$ cat src/rtl/fetch_sequencer.sv
// rtl/fetch_sequencer.sv - parametrised PC / fetch sequencer with branch, stall, halt, single-step and counters
module fetch_sequencer #(
    parameter int                  PC_WIDTH    = 8,
    parameter int                  PC_STEP     = 1,
    parameter logic [PC_WIDTH-1:0] RESET_PC    = '0,
    parameter logic [6:0]          HALT_OPCODE = 7'b1111111,
    parameter int                  CNT_WIDTH   = 32
) (
    input  logic                 clk_1,
    input  logic                 rst,
    input  logic [31:0]          instr,
    input  logic                 stall,
    input  logic                 branch_taken,
    input  logic [PC_WIDTH-1:0]  branch_target,
    input  logic                 step_mode,
    input  logic                 step_req,
    input  logic                 resume,
    output logic [PC_WIDTH-1:0]  pc,
    output logic                 fire,
    output logic                 halted,
    output logic [CNT_WIDTH-1:0] cycle_cnt,
    output logic [CNT_WIDTH-1:0] retired_cnt
);

    typedef enum logic [1:0] {
        RUN  = 2'd0,
        STEP = 2'd1,
        HALT = 2'd2
    } state_t;

    localparam logic [PC_WIDTH-1:0] STEP_INC   = PC_WIDTH'(PC_STEP);
    // Byte-addressed fetch keeps branch targets word aligned.
    localparam logic [PC_WIDTH-1:0] ALIGN_MASK = (PC_STEP == 4) ? ~PC_WIDTH'(3) : '1;

    state_t              state;
    logic                is_halt;
    logic [PC_WIDTH-1:0] pc_inc;
    logic [PC_WIDTH-1:0] branch_pc;
    logic                unused_instr_bits;

    assign is_halt           = (instr[6:0] == HALT_OPCODE);
    assign pc_inc            = pc + STEP_INC;
    assign branch_pc         = branch_target & ALIGN_MASK;
    assign unused_instr_bits = ^instr[31:7];

    assign fire = !is_halt && !stall &&
                  (((state == RUN) && !step_mode) ||
                   ((state == STEP) && step_mode && step_req));

    always_ff @(posedge clk_1) begin
        if (rst) begin
            state       <= RUN;
            pc          <= RESET_PC;
            halted      <= 1'b0;
            cycle_cnt   <= '0;
            retired_cnt <= '0;
        end else begin
            if (state != HALT) begin
                cycle_cnt <= cycle_cnt + CNT_WIDTH'(1);
            end

            // fire is never true in HALT or on a mode-transition cycle.
            if (fire) begin
                pc <= branch_taken ? branch_pc : pc_inc;
                if (retired_cnt != '1) begin
                    retired_cnt <= retired_cnt + CNT_WIDTH'(1);
                end
            end

            case (state)
                RUN: begin
                    if (is_halt) begin
                        state  <= HALT;
                        halted <= 1'b1;
                    end else if (step_mode) begin
                        state <= STEP;
                    end
                end
                STEP: begin
                    if (is_halt) begin
                        state  <= HALT;
                        halted <= 1'b1;
                    end else if (!step_mode) begin
                        state <= RUN;
                    end
                end
                HALT: begin
                    // Resume skips past the halt instruction itself.
                    if (resume) begin
                        pc     <= pc_inc;
                        state  <= step_mode ? STEP : RUN;
                        halted <= 1'b0;
                    end
                end
                default: begin
                    state  <= RUN;
                    halted <= 1'b0;
                end
            endcase
        end
    end

endmodule

$ cat config.mk
export PLATFORM = sky130hd
export DESIGN_NAME = fetch_sequencer
export DESIGN_NICKNAME = d
export VERILOG_FILES = /design/src/rtl/fetch_sequencer.sv
export SDC_FILE = /design/constraint.sdc
export NUM_CORES = 1
export LEC_CHECK = 0
export ABC_CLOCK_PERIOD_IN_PS = 2300
export CAP_MARGIN = 20
export CORE_ASPECT_RATIO = 2
export CORE_UTILIZATION = 47
export DETAILED_ROUTE_END_ITERATION = 12
export PLACE_DENSITY = 0.81
export SLEW_MARGIN = 5
export SYNTH_ARGS = -nofsm -noshare
export SYNTH_HDL_FRONTEND = slang
export SYNTH_SLANG_ARGS = --single-unit
$ cat constraint.sdc
create_clock -name clk_1 -period 2.3 [get_ports clk_1]
set_input_delay 0.345 -clock clk_1 [delete_from_list [all_inputs] [get_ports clk_1]]
set_output_delay 0.345 -clock clk_1 [all_outputs]
set_load 0.01 [all_outputs]
## After elaboration in Yosys (flattened, before gate mapping)

Index checks and enable logic that the tools add are counted.

- Eq/ne operators: 9
- Add/subtract/negate cells: 3
- Reduce and logical (&&, ||, !) cells: 14
- Muxes and demuxes: 14

Operators with widths:

| kind | count |
|---|---|
| 32-bit by 1-bit adder with 32-bit output, second input constant | 2 |
| 8-bit two-way mux | 4 |
| 32-bit inequality test, second input constant | 1 |
| 2-bit two-way mux | 5 |
| 8-bit by 1-bit adder with 8-bit output, second input constant | 1 |
| 7-bit == test, second input constant | 1 |
| 3-bit inequality test, second input constant | 2 |
| 2-bit one-hot mux with 3 select lines | 1 |
| 1-bit logical AND | 5 |
| 2-bit inequality test, second input constant | 2 |
| 2-bit AND reduction | 2 |
| 1-bit zero test | 3 |
| 1-bit two-way mux | 3 |
| 3-bit AND reduction | 1 |
| 2-bit by 1-bit == test with 1-bit output, second input constant | 1 |
| 2-bit == test, second input constant | 1 |
| 2-bit zero test | 1 |
| 2-bit by 1-bit inequality test with 1-bit output, second input constant | 1 |
| 1-bit one-hot mux with 2 select lines | 1 |
| 2-bit OR reduction | 1 |
| 1-bit logical OR | 1 |

- Bits in registers: 75
- Input bits: 47
- Logic and storage cells: 45
- Output and inout bits: 74

## Depth between registers and ports, before layout

Gate-level depths: netlist of run 1.

- Word-level depth: 8
- Depth in mapped cells: 8
- Gate-level depth less buffers: 6

## Least setup slack after synthesis of run 1

OpenSTA, ideal clock, no wires.

- Kind: reg-to-reg
- From: register retired_cnt[7]
- To: register retired_cnt[17]
- Stages on the path, launching flop included: 6
- Data required time: 2,177 ps
- Library setup time: 123 ps
- Data arrival time: 1,805 ps
- Clock period less this slack: 1,928 ps
- Setup slack: 372 ps
- Path buffers: 0
- Cells stage by stage: dfxtp_1 > nand4_1 > or3_4 > nor4_4 > nor3_1 > mux2_1

- Word-level cells in the longest chain between the ends: 2
- Elaborated cells between the ends (all ways): 3
- Classes of those cells: 1 x add/sub; 1 x eq/ne; 1 x reduce/logical

RTL lines:

| element | line | text |
|---|---|---|
| start: declaration | 22 | `output logic [CNT_WIDTH-1:0] retired_cnt` |
| start signal: assignment | 66 | `retired_cnt <= retired_cnt + CNT_WIDTH'(1);` |
| branches (longest 2 deep; another with 32-bit by 1-bit adder with 32-bit output) | - |  |

Several ways; the timed one is not identified.
A chain may end at the register's enable or synchronous reset.

## Worst setup path after layout of run 1

- From: register retired_cnt[18]
- To: register retired_cnt[3]

- Word-level cells in the longest chain between the ends: 2

RTL lines:

| element | line | text |
|---|---|---|
| 32-bit inequality test | 65 | `if (retired_cnt != '1) begin` |
| 2-bit AND reduction (no line) | - |  |

Every way passes these cells.

==> metrics.txt, run 1 <==
DRT iter0 DRCs 245; ranking of synthesized cells by area dfxtp_1 (39%), xnor2_1 (6.6%), nor2_1 (4.9%); crit path cell chain nand4_2, or2_1, o41ai_4, buf_4, o21ai_1, a21oi_1; Seq/Total Area, Yosys 39.1%; Primary FF master, synth dfxtp_1; CTS H-Tree Depth 3; Final period util 94.1%; top cell type's share of synthesized area 39.1%; pwr/cell area 516 mW/mm^2; CP required 2.55 ns; worst-path maximum fanout 13; Worst setup SP type flip-flop; maximum clock rate 462 MHz; Syn Area/Cell 8.26 sq um; Peak supply drop 0.000426 V; Die Wd 65.9 um; busiest grt layer met2; Detail Placement HPWL 7540 um; syn nets 515; Crit Path Class reg2reg; RSZ-0062 raised after global routing false; I/O pin cnt 121; row count 46; largest area contributor in the netlist dfxtp_1; Post-Route WL 10,400 um; Post-DP Area 0.00504 sq mm; Yosys reg bits 75; ant diodes 0; post-synthesis cell count 465; largest incremental delay on the critical path 0.73 ns; status completed; DR DRC count 0; critical path's top delay family compound AO/OA/AOI/OAI gates; area growth from synthesis to layout 37.7%; largest net degree at the start of global routing 32; endpoints failing hold 0; Hold-fix buffers, CTS 0; post-route minimum period 2.16 ns; clock root cell clkbuf_16; Setup-failing EPs final 0; leakage power 0.00174 uW; Die H 130 um; worst path bufs/invs 1; CORE AREA 0.00794 sq mm; Num CTS Buffers 9; Slew Viols, Final 0; GRT Util Overall 25.2%; Clock Latency Late Sink 0.33 ns; Fin Hold WS 0.471 ns; drt via density 5.88; clock skew 0.00406 ns; share of cells above drive strength 1 9.34%; initial antenna violation count 0; Yosys warnings 0; fillcell total 671; Setup crit end kind flip-flop; Mapped Area 0.00384 sq mm; Vias 3,961; Layout Nets 627; Max transition margin 53.7%; top post-synthesis cells by count dfxtp_1 (75), nor2_1 (50), a21oi_1 (35); design area 0.00529 sq mm; worst-margin pin slew 0.692 ns; Max Cap Viol 0; die area 0.00855 sq mm; Clock transition at path regs 0.05 ns; M3 GR Usage 6.91%; CTS tree yes; GRT Residual Overflow 0; DRT Pass-1 Iters 4; DR WL/cell 15.4 um; number of synthesized flops with an enable pin 0; synth unique cells 54; worst hold path type reg2reg; first-pass GRT wire length 16,900 um; most common cell in the netlist dfxtp_1; met1 GRT Util 24.7%; Final Wtd Congestion 0.830; Final ANT Viol Nets 0; Async SR Flop Fraction 0%; vias in the first global route 3,805; Starting Density 48.3%; met2 GRT Util 45.0%; I/O Buffers 95; Crit-path slowest cell o41ai_4; CTS sink cnt 75; CP arrival 2.42 ns; clk buf depth 2
## what timing repair did
| item | CTS | global route |
|---|---|---|
| setup endpoints to repair | 1 | 1 |
| gates resized for setup | 0 | 1 |
| pin swaps | 0 | 0 |
| setup buffers | 1 | 0 |
## tightest hold or removal path, delay by kind of cell, from the launching register on
kind             cells  cell delay, ns
AND/OR/NAND/NOR      1            0.05
flip-flops           1            0.32
AO/OA/AOI/OAI        1            0.05
## cells by family after synthesis
| kind of cell | count (synthesis) | share of synthesized area, % |
|---|---|---|
| AOI/OAI and AO/OA | 95 | 15.6 |
| xor gates and xnor gates | 34 | 7.76 |
| adders and majority gates | 3 | 0.978 |
| buffers and inverters | 39 | 4.33 |
| DFF | 75 | 39.1 |
| muxes | 4 | 1.17 |
| and+or+nand+nor | 215 | 31.0 |
## flip-flops by register name, indices dropped and copies added, names as in the netlist
register and cells:
state 2, retired_cnt 32, halted 1, cycle_cnt 32, pc 8
## metrics by stage
stage               power, uW  setup TNS [ns]  std cells  utilization, %  setup slack, ns
floorplan                1450               0        465               -            0.372
global placement         1560         -0.0109        661            63.4         -0.00876
detailed placement       1560          -0.455        661            63.4          -0.0837
CTS                      2760               0        674            66.5           0.0557
global route             2820               0        674            66.5          0.00776
finish                   2730               0        674            66.5            0.135
## power by group
group          internal [uW]  total [uW]  switching [uW]
Sequential              1320        1340            20.1
Clock                    704        1190             489
Combinational            108         200            92.5
## routing by layer
layer  part of all wire, %  vias to the layer above
li1                      -                     1929
met1                    37                     1866
met2                    53                      125
met3                   5.7                       41
met4                   4.8                        0
met5                     0                        -
## layout by cell type (no fill, tap or decap), types with 2 or more instances in the layout
cell and n:
o31ai_1 10, and2_1 4, buf_4 28, clkbuf_1 2, nand2_1 26, clkbuf_16 9, xnor2_1 29, ha_1 3
buf_12 2, nor4_1 15, and4_1 8, xor2_1 5, nand4_1 15, or3_1 18, nor2b_1 4, a22o_1 3
and4b_1 2, inv_1 14, a221oi_1 4, or4_1 9, nand2b_1 2, o21a_1 2, nor2_1 50, nor3_1 13
and3_1 10, o21ai_1 6, nor4b_1 2, a21oi_1 35, a211oi_1 7, dfxtp_1 75, mux2_2 3, o21ai_0 20
clkdlybuf4s50_1 93, nand3_1 27
## worst paths after layout
path | slack [ns] | endpoint | cells past startpoint | startpoint
worst min register to register | 0.47 | halted | 2 | halted
worst max-delay path | 0.14 | retired_cnt[3] | 6 | retired_cnt[18]
worst max register to register | 0.14 | retired_cnt[3] | 6 | retired_cnt[18]
worst min-delay path | 0.47 | halted | 2 | halted
## cell type report
cell class / instances / area [sq um] / area share [%]
clock buffers: 11 / 233 / 4.40
clock inverters: 1 / 5.00 / 0.0947
inverters: 15 / 56.3 / 1.07
multi-input cells: 351 / 2170 / 41.1
flip-flops and latches: 75 / 1500 / 28.4
well taps: 96 / 120 / 2.27
repair buffers: 125 / 1200 / 22.7
Power figures use the tool's default switching activity.
==> run 2: changes to the inputs <==
--- a/config.mk
+++ b/config.mk
@@ -8,9 +8,9 @@
 export ABC_CLOCK_PERIOD_IN_PS = 2300
 export CAP_MARGIN = 20
 export CORE_ASPECT_RATIO = 2
-export CORE_UTILIZATION = 47
+export CORE_UTILIZATION = 40
 export DETAILED_ROUTE_END_ITERATION = 12
-export PLACE_DENSITY = 0.81
+export PLACE_DENSITY_LB_ADDON = 0.25
 export SLEW_MARGIN = 5
 export SYNTH_ARGS = -nofsm -noshare
 export SYNTH_HDL_FRONTEND = slang
==> metrics.txt, run 2 (synthesis gave the netlist of run 1 again) <==
CTS H-Tree Depth 3 (unchanged); Worst setup SP type flip-flop (unchanged); Crit Path Class reg2reg (unchanged); violated checks DRC; largest incremental delay on the critical path 0.74 ns (was 0.73 ns); RR Startpoint retired_cnt[24] (was retired_cnt[18]); area used by multi-input combinational logic 0.00219 sq mm (was 0.00217 sq mm); DRT iter0 DRCs 222 (was 245); Setup crit end kind flip-flop (unchanged); share of cells above drive strength 1 9.67% (was 9.34%); vias in the first global route 3,501 (was 3,805); capturing point of the worst reg2reg path retired_cnt[6] (was retired_cnt[3]); CP arrival 2.33 ns (was 2.42 ns); crit path cell chain and4_1, nand2_1, o41ai_4, or3_1, a21oi_1 (was nand4_2, or2_1, o41ai_4, buf_4, o21ai_1, a21oi_1); drt via density 5.64 (was 5.88); initial antenna violation count 0 (unchanged); Detail Placement HPWL 7570 um (was 7540 um); CTS sink cnt 75 (unchanged); Peak supply drop 0.000378 V (was 0.000426 V); largest net degree at the start of global routing 32 (unchanged); clock skew 0.00911 ns (was 0.00406 ns); pwr/cell area 569 mW/mm^2 (was 516 mW/mm^2); met1 wire length 3950 um (was 3820 um); Setup-failing EPs final 0 (unchanged); area growth from synthesis to layout 39.8% (was 37.7%); Hold-fix buffers, CTS 0 (unchanged); ant diodes 0 (unchanged); Num CTS Buffers 9 (unchanged); DR WL/cell 15.0 um (was 15.4 um); Clock transition at path regs 0.06 ns (was 0.05 ns); die area 0.0100 sq mm (was 0.00855 sq mm); flip-flop and latch area 0.00150 sq mm (unchanged); leakage power 0.00176 uW (was 0.00174 uW); sw frac 21.4% (was 22.0%); share of power burned in registers 43.8% (was 49.0%); worst-path maximum fanout 14 (was 13); Worst Hold End halted (unchanged); max layer used met4 (unchanged); fillcell total 834 (was 671); worst-margin pin slew 0.680 ns (was 0.692 ns); endpoints failing hold 0 (unchanged); Max transition margin 54.5% (was 53.7%); Final Wtd Congestion 0.883 (was 0.830); metal3 WL 391 um (was 594 um); first-pass GRT wire length 16,400 um (was 16,900 um); Setup Fix Bufs, Post-CTS 0 (was 1); Die H 141 um (was 130 um); hold path depth 2 (unchanged); maximum clock rate 467 MHz (was 462 MHz); Max Cap Viol 0 (unchanged); Setup TNS Final 0 ns (unchanged); biggest regs cycle_cnt: 32 flops, retired_cnt: 32 flops, pc: 8 flops (unchanged); Final period util 93.1% (was 94.1%); Final ANT Viol Nets 0 (unchanged); post-route minimum period 2.14 ns (was 2.16 ns); Die Wd 71.3 um (was 65.9 um); I/O Buffers 95 (unchanged); row count 50 (was 46); CP required 2.49 ns (was 2.55 ns); Layout Nets 624 (was 627); DRT Pass-1 Iters 9 (was 4); clock root cell clkbuf_16 (unchanged); DR DRC count 5 (was 0); total power 3050 uW (was 2730 uW); GRT Util Overall 20.7% (was 25.2%); GRT Residual Overflow 0 (unchanged); most frequent cells in the layout clkdlybuf4s50_1 (93), dfxtp_1 (75), nor2_1 (50) (unchanged); Slew Viols, Final 0 (unchanged); R2R cell count 5 (was 6); part of the power in combinational logic 6.4% (was 7.3%); Pint 2400 uW (was 2130 uW); reg2reg setup slack 0.16 ns (was 0.14 ns); worst hold path type reg2reg (unchanged); clk buf depth 2 (unchanged); CORE AREA 0.00932 sq mm (was 0.00794 sq mm); I/O pin cnt 121 (unchanged); Clock Latency Late Sink 0.34 ns (was 0.33 ns); status complete, but fails checks (was completed); Starting Density 41.2% (was 48.3%); RSZ-0062 raised after global routing false (unchanged); Sw Pwr 653 uW (was 601 uW); hold path startpoint halted (unchanged); Vias 3,854 (was 3,961); met2 wire length 5620 um (was 5470 um); Crit-path slowest cell o41ai_4 (unchanged); Post-Route WL 10,200 um (was 10,400 um); CTS tree yes (unchanged); commonest non-fill, non-tap cell in the layout clkdlybuf4s50_1 (unchanged); Clock Power Share 49.8% (was 43.7%)
-- run 2: cell types whose count changed in the layout (fill, tap and decap cells not counted) --
cell,delta
buf_4,-3
bufinv_16,+2
clkbuf_8,+1
clkinv_4,+1
dlygate4sd2_1,+1
dlymetal6s2s_1,-1
nor3_1,-1
nor3_2,+1
o221ai_2,-1
o221ai_4,+1
-- run 2: layer usage --
layer	vias to the layer above	GRT usage, %
li1	1924	-
met1	1819	21.0
met2	93	39.6
met3	18	3.17
met4	0	10.1
met5	-	0
-- run 2: area by class of cell --
class                      instances  area share [%]
tap                              104            2.42
timing repair buffer             122            21.8
clock buffer                      12            4.59
multi-input combinational        351            40.7
inverter                          15            1.05
sequential                        75            28.0
clock inverter                     4            1.38
-- run 2: worst max path at each step --
stage	cells past startpoint	slack [ns]	from	end
detailed placement	8	-0.08	step_mode	retired_cnt[26]
global placement	5	-0.06	stall	fire
floorplan	5	0.37	retired_cnt[7]	retired_cnt[17]
CTS	5	0.12	retired_cnt[19]	retired_cnt[6]
finish	5	0.16	retired_cnt[24]	retired_cnt[6]
global route	5	0.001	retired_cnt[24]	retired_cnt[9]
-- run 2: power by group through the flow --
stage	Sequential (uW)	Combinational, uW	Clock (uW)
floorplan	1370	85.4	0
global placement	1360	192	0
detailed placement	1370	195	0
CTS	1340	198	1550
global route	1340	212	1610
finish	1340	196	1520
-- run 2: critical path, delay by kind of cell, from the launching register on --
family | cells | cell delay [ns]
AO/OA/AOI/OAI | 2 | 0.80
AND/OR/NAND/NOR | 3 | 0.77
flip-flops | 1 | 0.43
-- run 2: what timing repair did --
item / CTS / global route
pin swaps: 0 / 1
endpoints found under the setup margin: 1 / 4
endpoints found under the hold margin: 0 / 0
gates resized for setup: 3 / 0
-- run 2: per-stage QoR --
| stage | worst slack [ns] | cells | utilization [%] | hold slack [ns] | cell area, sq um |
|---|---|---|---|---|---|
| after floorplan | 0.372 | 465 | - | 0.485 | 3840 |
| after global placement | -0.0633 | 667 | 54.0 | 0.463 | 5030 |
| after detailed placement | -0.0829 | 667 | 54.0 | 0.466 | 5030 |
| after CTS | 0.116 | 683 | 57.6 | 0.474 | 5370 |
| after global routing | 0.00104 | 683 | 57.6 | 0.509 | 5370 |
| final | 0.159 | 683 | 57.6 | 0.468 | 5370 |
==> run 3: changes to the inputs <==
--- a/config.mk
+++ b/config.mk
@@ -7,7 +7,7 @@
 export LEC_CHECK = 0
 export ABC_CLOCK_PERIOD_IN_PS = 2300
 export CAP_MARGIN = 20
-export CORE_ASPECT_RATIO = 2
+export CORE_ASPECT_RATIO = 1.75
 export CORE_UTILIZATION = 40
 export DETAILED_ROUTE_END_ITERATION = 12
 export PLACE_DENSITY_LB_ADDON = 0.25
==> metrics.txt, run 3 (synthesis gave the netlist of run 1 again) <==
GRT Residual Overflow 0 (unchanged); row count 47 (was 50); DRT iter0 DRCs 152 (was 222); crit path cell chain clkdlybuf4s50_1, and4b_2, o221ai_4, inv_2, buf_4, buf_12, nand4_1, or3_1, a21oi_1 (was and4_1, nand2_1, o41ai_4, or3_1, a21oi_1); Crit-path slowest cell clkdlybuf4s50_1 (was o41ai_4); Post-Route WL 10,600 um (was 10,200 um); Num CTS Buffers 9 (unchanged); design area 0.00542 sq mm (was 0.00537 sq mm); maximum clock rate 467 MHz (about the same); vias in the first global route 3,849 (was 3,501); I/O Buffers 95 (unchanged); die area 0.0100 sq mm (about the same); GRT Util Overall 21.5% (was 20.7%); ant diodes 0 (unchanged); initial antenna violation count 0 (unchanged); DRT Pass-1 Iters 4 (was 9); setup ws final 0.159 ns (about the same); CORE AREA 0.00941 sq mm (was 0.00932 sq mm); CP arrival 2.40 ns (was 2.33 ns); Slew Viols, Final 0 (unchanged); CTS sink cnt 75 (unchanged); Setup-failing EPs final 0 (unchanged); Max Cap Viol 0 (unchanged); clk buf depth 2 (unchanged); biggest regs cycle_cnt: 32 flops, retired_cnt: 32 flops, pc: 8 flops (unchanged); CTS tree yes (unchanged); DR WL/cell 15.0 um (about the same); total power 2930 uW (was 3050 uW); Worst setup SP type primary input (was flip-flop); largest net degree at the start of global routing 41 (was 32); Max transition margin 56.9% (was 54.5%); Die Wd 76.1 um (was 71.3 um); largest incremental delay on the critical path 0.52 ns (was 0.74 ns); Fin Hold WS 0.332 ns (was 0.468 ns); Layout Nets 633 (was 624); Post-DP Area 0.00510 sq mm (was 0.00503 sq mm); final core utilization 57.6% (about the same); worst-margin pin slew 0.644 ns (was 0.680 ns); Setup crit end kind flip-flop (unchanged); clock skew 0.00565 ns (was 0.00911 ns); drt via density 5.57 (was 5.64); Placement Setup Slack -0.178 ns (was -0.0829 ns); DR DRC count 0 (was 5); clock root cell clkbuf_16 (unchanged); first-pass GRT wire length 17,500 um (was 16,400 um); pwr/cell area 540 mW/mm^2 (was 569 mW/mm^2); Peak supply drop 0.000475 V (was 0.000378 V); Clock transition at path regs 0.06 ns (about the same); Final period util 93.1% (about the same); Vias 3,957 (was 3,854); Final Wtd Congestion 0.846 (was 0.883); area growth from synthesis to layout 41.3% (was 39.8%); Die H 132 um (was 141 um); commonest non-fill, non-tap cell in the layout clkdlybuf4s50_1 (unchanged); worst-path maximum fanout 8 (was 14); Crit Path Class in2reg (was reg2reg); Final ANT Viol Nets 0 (unchanged); endpoints failing hold 0 (unchanged); leakage power 0.00179 uW (was 0.00176 uW); most frequent cells in the layout clkdlybuf4s50_1 (93), dfxtp_1 (75), nor2_1 (50) (unchanged); Clock Latency Late Sink 0.33 ns (was 0.34 ns); RSZ-0062 raised after global routing false (unchanged); Starting Density 40.8% (was 41.2%); post-route minimum period 2.14 ns (about the same); status completed (was complete, but fails checks); Detail Placement HPWL 7660 um (was 7570 um); share of cells above drive strength 1 11.6% (was 9.67%); worst hold path type in2reg (was reg2reg); I/O pin cnt 121 (unchanged); CTS H-Tree Depth 3 (unchanged); CP required 2.56 ns (was 2.49 ns)
run 3: critical path: cells and delay by family:
family | cells | cell delay (ns)
compound gates | 2 | 0.29
buf+inv | 4 | 0.89
simple gates | 3 | 0.87
run 3: area by class of cell:
| cell class | count | area, sq um |
|---|---|---|
| Clock buffer | 9 | 225 |
| Fill cell | 870 | 3990 |
| Inverter | 15 | 56.3 |
| Multi-Input combinational cell | 351 | 2190 |
| Timing Repair Buffer | 131 | 1230 |
| Tap cell | 122 | 153 |
| Sequential cell | 75 | 1500 |
| Clock inverter | 7 | 68.8 |
run 3: path summary, 6_finish.rpt:
kind,startpoint,to,slack [ns],cells past startpoint
min reg2reg,halted,halted,0.48,2
max,step_mode,retired_cnt[26],0.16,9
max reg2reg,retired_cnt[19],retired_cnt[6],0.19,6
min,rst,retired_cnt[15],0.33,2
run 3: metal layers:
layer  share of wire [%]  vias to the layer above  track usage (%)  wire [um]
li1                    -                     1944                -          -
met1                  40                     1890             22.4       4240
met2                  53                       99             39.7       5610
met3                 3.9                       24             3.89        416
met4                 3.3                        0             12.3        352
met5                   0                        -                0          0
run 3: what timing repair did:
item | CTS | global route
resized for setup | 1 | 3
endpoints found under the setup margin | 1 | 1
hold buffers | 0 | 0
pin swaps | 0 | 2
gates cloned | 0 | 0
buffers inserted | 1 | 0
run 3: metrics by stage:
stage | TNS [ns] | instances
finish | 0 | 710
global route | 0 | 710
CTS | 0 | 710
detailed placement | -2.31 | 693
global placement | -0.781 | 693
floorplan | 0 | 465
run 3: report_power, final:
part	switching [uW]	total (uW)	internal [uW]
logic	95.1	201	106
registers	20.4	1340	1320
clock network	554	1390	835
total	670	2930	2260
==> variant 1 (flow settings as in run 1) <==
Encoding of `state_t`: now one-hot (3 bits for 3 states).
--- a/src/rtl/fetch_sequencer.sv
+++ b/src/rtl/fetch_sequencer.sv
@@ -22,10 +22,10 @@
     output logic [CNT_WIDTH-1:0] retired_cnt
 );
 
-    typedef enum logic [1:0] {
-        RUN  = 2'd0,
-        STEP = 2'd1,
-        HALT = 2'd2
+    typedef enum logic [2:0] {
+        RUN  = 3'b001,
+        STEP = 3'b010,
+        HALT = 3'b100
     } state_t;
 
     localparam logic [PC_WIDTH-1:0] STEP_INC   = PC_WIDTH'(PC_STEP);
Function: same outputs for any inputs over 10 cycles, from zero or initial values and one cycle with rst high; not proved beyond that.
==> variant 1 against run 1 <==
  * Die area rose by 1.7%
  * Power grew 8.3%
  * Count of clock-buffer cells in the layout rose by 3
  * Wire length up 17%
  * Fmax decreased by 2.9%
  * Combinational power rose by 20%
  * Worst setup slack lost 0.065 ns
  * Area after synthesis is 1.8% higher
  * Largest cell class unchanged
  * Worst hold slack gained 0.0033 ns
  * Critical path type is now in -> out
  * Sequential cell count up 1
  * First-iteration DRC count increased by 6.1%
  * Cell area increased by 6.6%
  * Highest routed layer unchanged
==> variant 1: results (changes against run 1) <==
status completed; Synth Warn # 0 (unchanged); hpwl dp 8800 um (+17%); Max FO, Critical Path 4 (-9); setup bufs post-CTS 0 (-1); CTS H-Tree Depth 3 (unchanged); cells after synthesis 467 (+0.43%); sequential area share after synthesis 38.9% (-0.16 points); DR pass1 iterations 4 (unchanged); top flop regs cycle_cnt: 32 flops, retired_cnt: 32 flops, pc: 8 flops; Synth top cells by count dfxtp_1, a21oi_1, nor2_1; fillers 636 (-5.2%); post-cts sizing count 3 (+3); Clk Latency, worst-skew pair 0.33 ns (about the same); first-pass GRT wire length 19400 um (+15%); post-synth cell types 51 (-5.6%); Leakage 1.90 nW (+9.3%); ranking of synthesized cells by area dfxtp_1, a21oi_1, o31ai_1, or4_1, nand4_1; IO Port Bufs 95 (unchanged); vias in the first global route 4274 (+12%); Primary FF master, synth dfxtp_1; worst slew pin tran 0.728 ns (+0.0359 ns); M3 GR Usage 4.69% (-2.2 points); total track usage 29.0% (+3.8 points); antenna cells 0 (unchanged); Routed WL 12200 um (+17%); grt met2 use 57.0% (+12 points); initial DRC count 260 (+6.1%); Placer Congestion 0.874 (+5.3%); routed vias/inst 6.07 (+3.3%); cts bufs inserted 9 (unchanged); Syn Nets 517 (+0.39%); antenna violations before repair 0 (unchanged); WP data arrival 1.88 ns (-0.54 ns); setup skew after layout 0.00546 ns (+0.00140 ns); Clock Path Buffers 2 (unchanged); drt wl/cell 17.2 um (+12%); pin count of the biggest net entering global routing 68 (+110%); Hold WC Path Type in -> reg; root buf cell clkbuf_16; GRT met1 Usage 27.0% (+2.3 points); Async S/R FF share, synth 0% (unchanged); maximum vdd drop 0.000548 V (+29%); nets 656 (+4.6%); worst slack, placed -0.245 ns (-0.161 ns); Placed Cells 691 (+4.5%); Clk pin slew, worst setup/hold paths 0.06 ns; share of cells above drive strength 1 14.4% (+5.1 points)
==> variant 1: cell count changes after synthesis, sizes merged, moves of 5 or more <==
cell    before  now
a211oi       7    1
a21oi       35   49
nand4       16   26
nor2        50   35
nor3        14    4
nor4        16   10
o211ai       0    8
o31ai       10   22
o41ai        1    6
or3         19   14
or4         10   22
xnor2       29   16
==> variant 1: final timing paths <==
check,start,endpoint,slack [ns],cells after the start
setup reg to reg,retired_cnt[1],retired_cnt[28],0.08,7
hold reg to reg,cycle_cnt[31],cycle_cnt[31],0.49,2
setup / recovery,step_mode,fire,0.07,7
hold / removal,rst,state[0],0.47,3
==> variant 1: report_power, final <==
group	switching, mW	internal (mW)	total (mW)
Clock	0.529	0.841	1.37
Sequential	0.0138	1.33	1.35
Combinational	0.122	0.118	0.240
==> variant 1: per-stage QoR <==
step / hold slack (ns) / cell area (um^2)
floorplan: 0.491 / 3910
global placement: 0.460 / 5330
detailed placement: 0.489 / 5330
CTS: 0.467 / 5630
global route: 0.513 / 5630
finish: 0.475 / 5630
==> variant 1: critical path, cell delays in order <==
cell,delay [ns]
clkdlybuf4s50_1,0.47
buf_4,0.18
and3b_1,0.18
o21a_1,0.20
nand2_1,0.15
inv_1,0.07
dlygate4sd2_1,0.28
==> variant 1: logic make-up (layout without fill, tap and decap cells) <==
kind of cell / Yosys count / count (layout) / share of synthesized area (%)
AOI/OAI and AO/OA: 121 / 121 / 19.1
xor gates and xnor gates: 23 / 23 / 5.16
adders and majority gates: 3 / 3 / 0.961
buffers and inverters: 39 / 182 / 4.13
DFF: 76 / 76 / 38.9
muxes: 2 / 2 / 0.513
and+or+nand+nor: 203 / 203 / 31.2
==> variant 1: metal layers <==
| layer | vias up | wire length (um) |
|---|---|---|
| met1 | 2080 | 4350 |
| li1 | 2053 | - |
| met2 | 122 | 6940 |
| met4 | 0 | 382 |
| met3 | 31 | 488 |
| met5 | - | 0 |
==> variant 1: layout make-up <==
type | count | area share (%)
inverters | 13 | 0.866
clock inverters | 1 | 0.0888
clock buffers | 14 | 5.04
flip-flops and latches | 76 | 27.0
well taps | 96 | 2.13
multi-input cells | 352 | 39.8
repair buffers | 154 | 25.1
==> variant 2 (flow settings as in run 1) <==
Without the edit above. Set the parameter `CNT_WIDTH` to 48 (it was 32).
--- a/src/rtl/fetch_sequencer.sv
+++ b/src/rtl/fetch_sequencer.sv
@@ -4,7 +4,7 @@
     parameter int                  PC_STEP     = 1,
     parameter logic [PC_WIDTH-1:0] RESET_PC    = '0,
     parameter logic [6:0]          HALT_OPCODE = 7'b1111111,
-    parameter int                  CNT_WIDTH   = 32
+    parameter int                  CNT_WIDTH   = 48
 ) (
     input  logic                 clk_1,
     input  logic                 rst,
Ports: changed (resized cycle_cnt and retired_cnt); port bits go from 121 to 153. No check against the original RTL was run, so the function may have changed too.
==> variant 2 against run 1 <==
  * Critical path depth rose by 2
  * Count of clock-buffer cells in the layout did not move
  * Synthesized cell count rose by 37%
  * Sequential cell count rose by 32
  * Highest routed layer unchanged
  * Critical endpoint is now retired_cnt[15]
  * Power rose by 35%
  * Cell area rose by 39%
  * Die area rose by 35%
  * Worst setup slack got worse by 0.050 ns
  * Sequential share of layout area rose by 0.81 points
  * Wire length rose by 47%
  * Area after synthesis rose by 36%
==> variant 2: results (changes against run 1) <==
post-synthesis mux area share 0.863% (-0.31 points); sequential area share after synthesis 41.0% (+1.9 points); top flop regs cycle_cnt: 48 flops, retired_cnt: 48 flops, pc: 8 flops; Leakage 2.53 nW (+46%); Clk pin slew, worst setup/hold paths 0.07 ns (+0.02 ns); routed wl met2 8280 um (+51%); setup skew after layout 0.00707 ns (+0.00301 ns); nets 862 (+37%); Hold WC Path Type in -> reg; Synth top cells by count nor2_1, dfxtp_1, nand3_1; total track usage 26.7% (+1.5 points); Syn Nets 687 (+33%); vias in the first global route 5378 (+41%); share of cells above drive strength 1 12.7% (+3.4 points); status completed; ranking of synthesized cells by area dfxtp_1, nor2_1, xnor2_1, xor2_1, nand3_1; IO Port Bufs 127 (+34%); adder-cell share of the synthesized area 0.719% (-0.26 points); Placer Congestion 0.885 (+6.6%); worst slew pin tran 0.602 ns (-0.0892 ns); Synth Area in Compound Gates 5.94% (-9.7 points); pin count of the biggest net entering global routing 59 (+84%); maximum vdd drop 0.000375 V (-12%); Routed WL 15200 um (+47%); Met1 Routed Length 5620 um (+47%); hpwl dp 11400 um (+51%); routed vias/inst 5.55 (-5.6%); initial DRC count 294 (+20%); Max FO, Critical Path 7 (-6)
[variant 2: critical path, cell delays in order]
cell and delay [ns]:
clkdlybuf4s50_1 0.40, and4_1 0.24, a21oi_2 0.18, nand3b_1 0.13, buf_4 0.19, or4b_2 0.71, xnor2_1 0.18, nor2_1 0.06
[variant 2: kinds of logic (layout without fill, tap and decap cells)]
group	after synthesis	in the layout
DFF	107	107
AOI/OAI and AO/OA	51	51
xor gates and xnor gates	86	86
buffers and inverters	39	219
muxes	4	4
adders and majority gates	3	3
and+or+nand+nor	347	347
[variant 2: cell type report]
type | count | area, um^2
Fill cell | 915 | 3530
Tap cell | 140 | 175
Clock inverter | 5 | 60.1
Multi-Input combinational cell | 491 | 2930
Timing Repair Buffer | 190 | 1740
Clock buffer | 11 | 243
Inverter | 13 | 48.8
Sequential cell | 107 | 2150
[variant 2: final timing paths]
kind | slack (ns) | end | cells after the start | from
max reg2reg | 0.14 | retired_cnt[15] | 6 | retired_cnt[10]
min | 0.49 | retired_cnt[17] | 2 | rst
max | 0.09 | retired_cnt[15] | 8 | instr[6]
min reg2reg | 0.50 | cycle_cnt[1] | 2 | cycle_cnt[1]
[variant 2: repair_timing]
action | CTS | global route
cloned | 0 | 0
pin swaps | 0 | 6
setup endpoints to repair | 1 | 17
setup buffers | 1 | 4
resized for setup | 3 | 8
[variant 2: power breakdown]
part | internal [mW] | switching, mW
combinational | 0.104 | 0.109
clock | 0.879 | 0.695
sequential | 1.87 | 0.0171
[variant 2: routing by layer]
layer  up-vias  GRT usage (%)
met1      2508           26.8
met4         0           16.6
li1       2570              -
met2       179           51.0
met3        54           3.92
met5         -              0
[variant 2: stage by stage]
stage | setup TNS (ns) | setup WS, ns | std cells | hold WS, ns
2_1_floorplan | 0 | 0.210 | 637 | 0.503
3_3_place_gp | -2.27 | -0.232 | 936 | 0.478
3_5_place_dp | -2.91 | -0.237 | 936 | 0.489
4_1_cts | 0 | 0.0311 | 953 | 0.484
5_1_grt | 0 | 0.0166 | 957 | 0.519
6_report | 0 | 0.0853 | 957 | 0.491
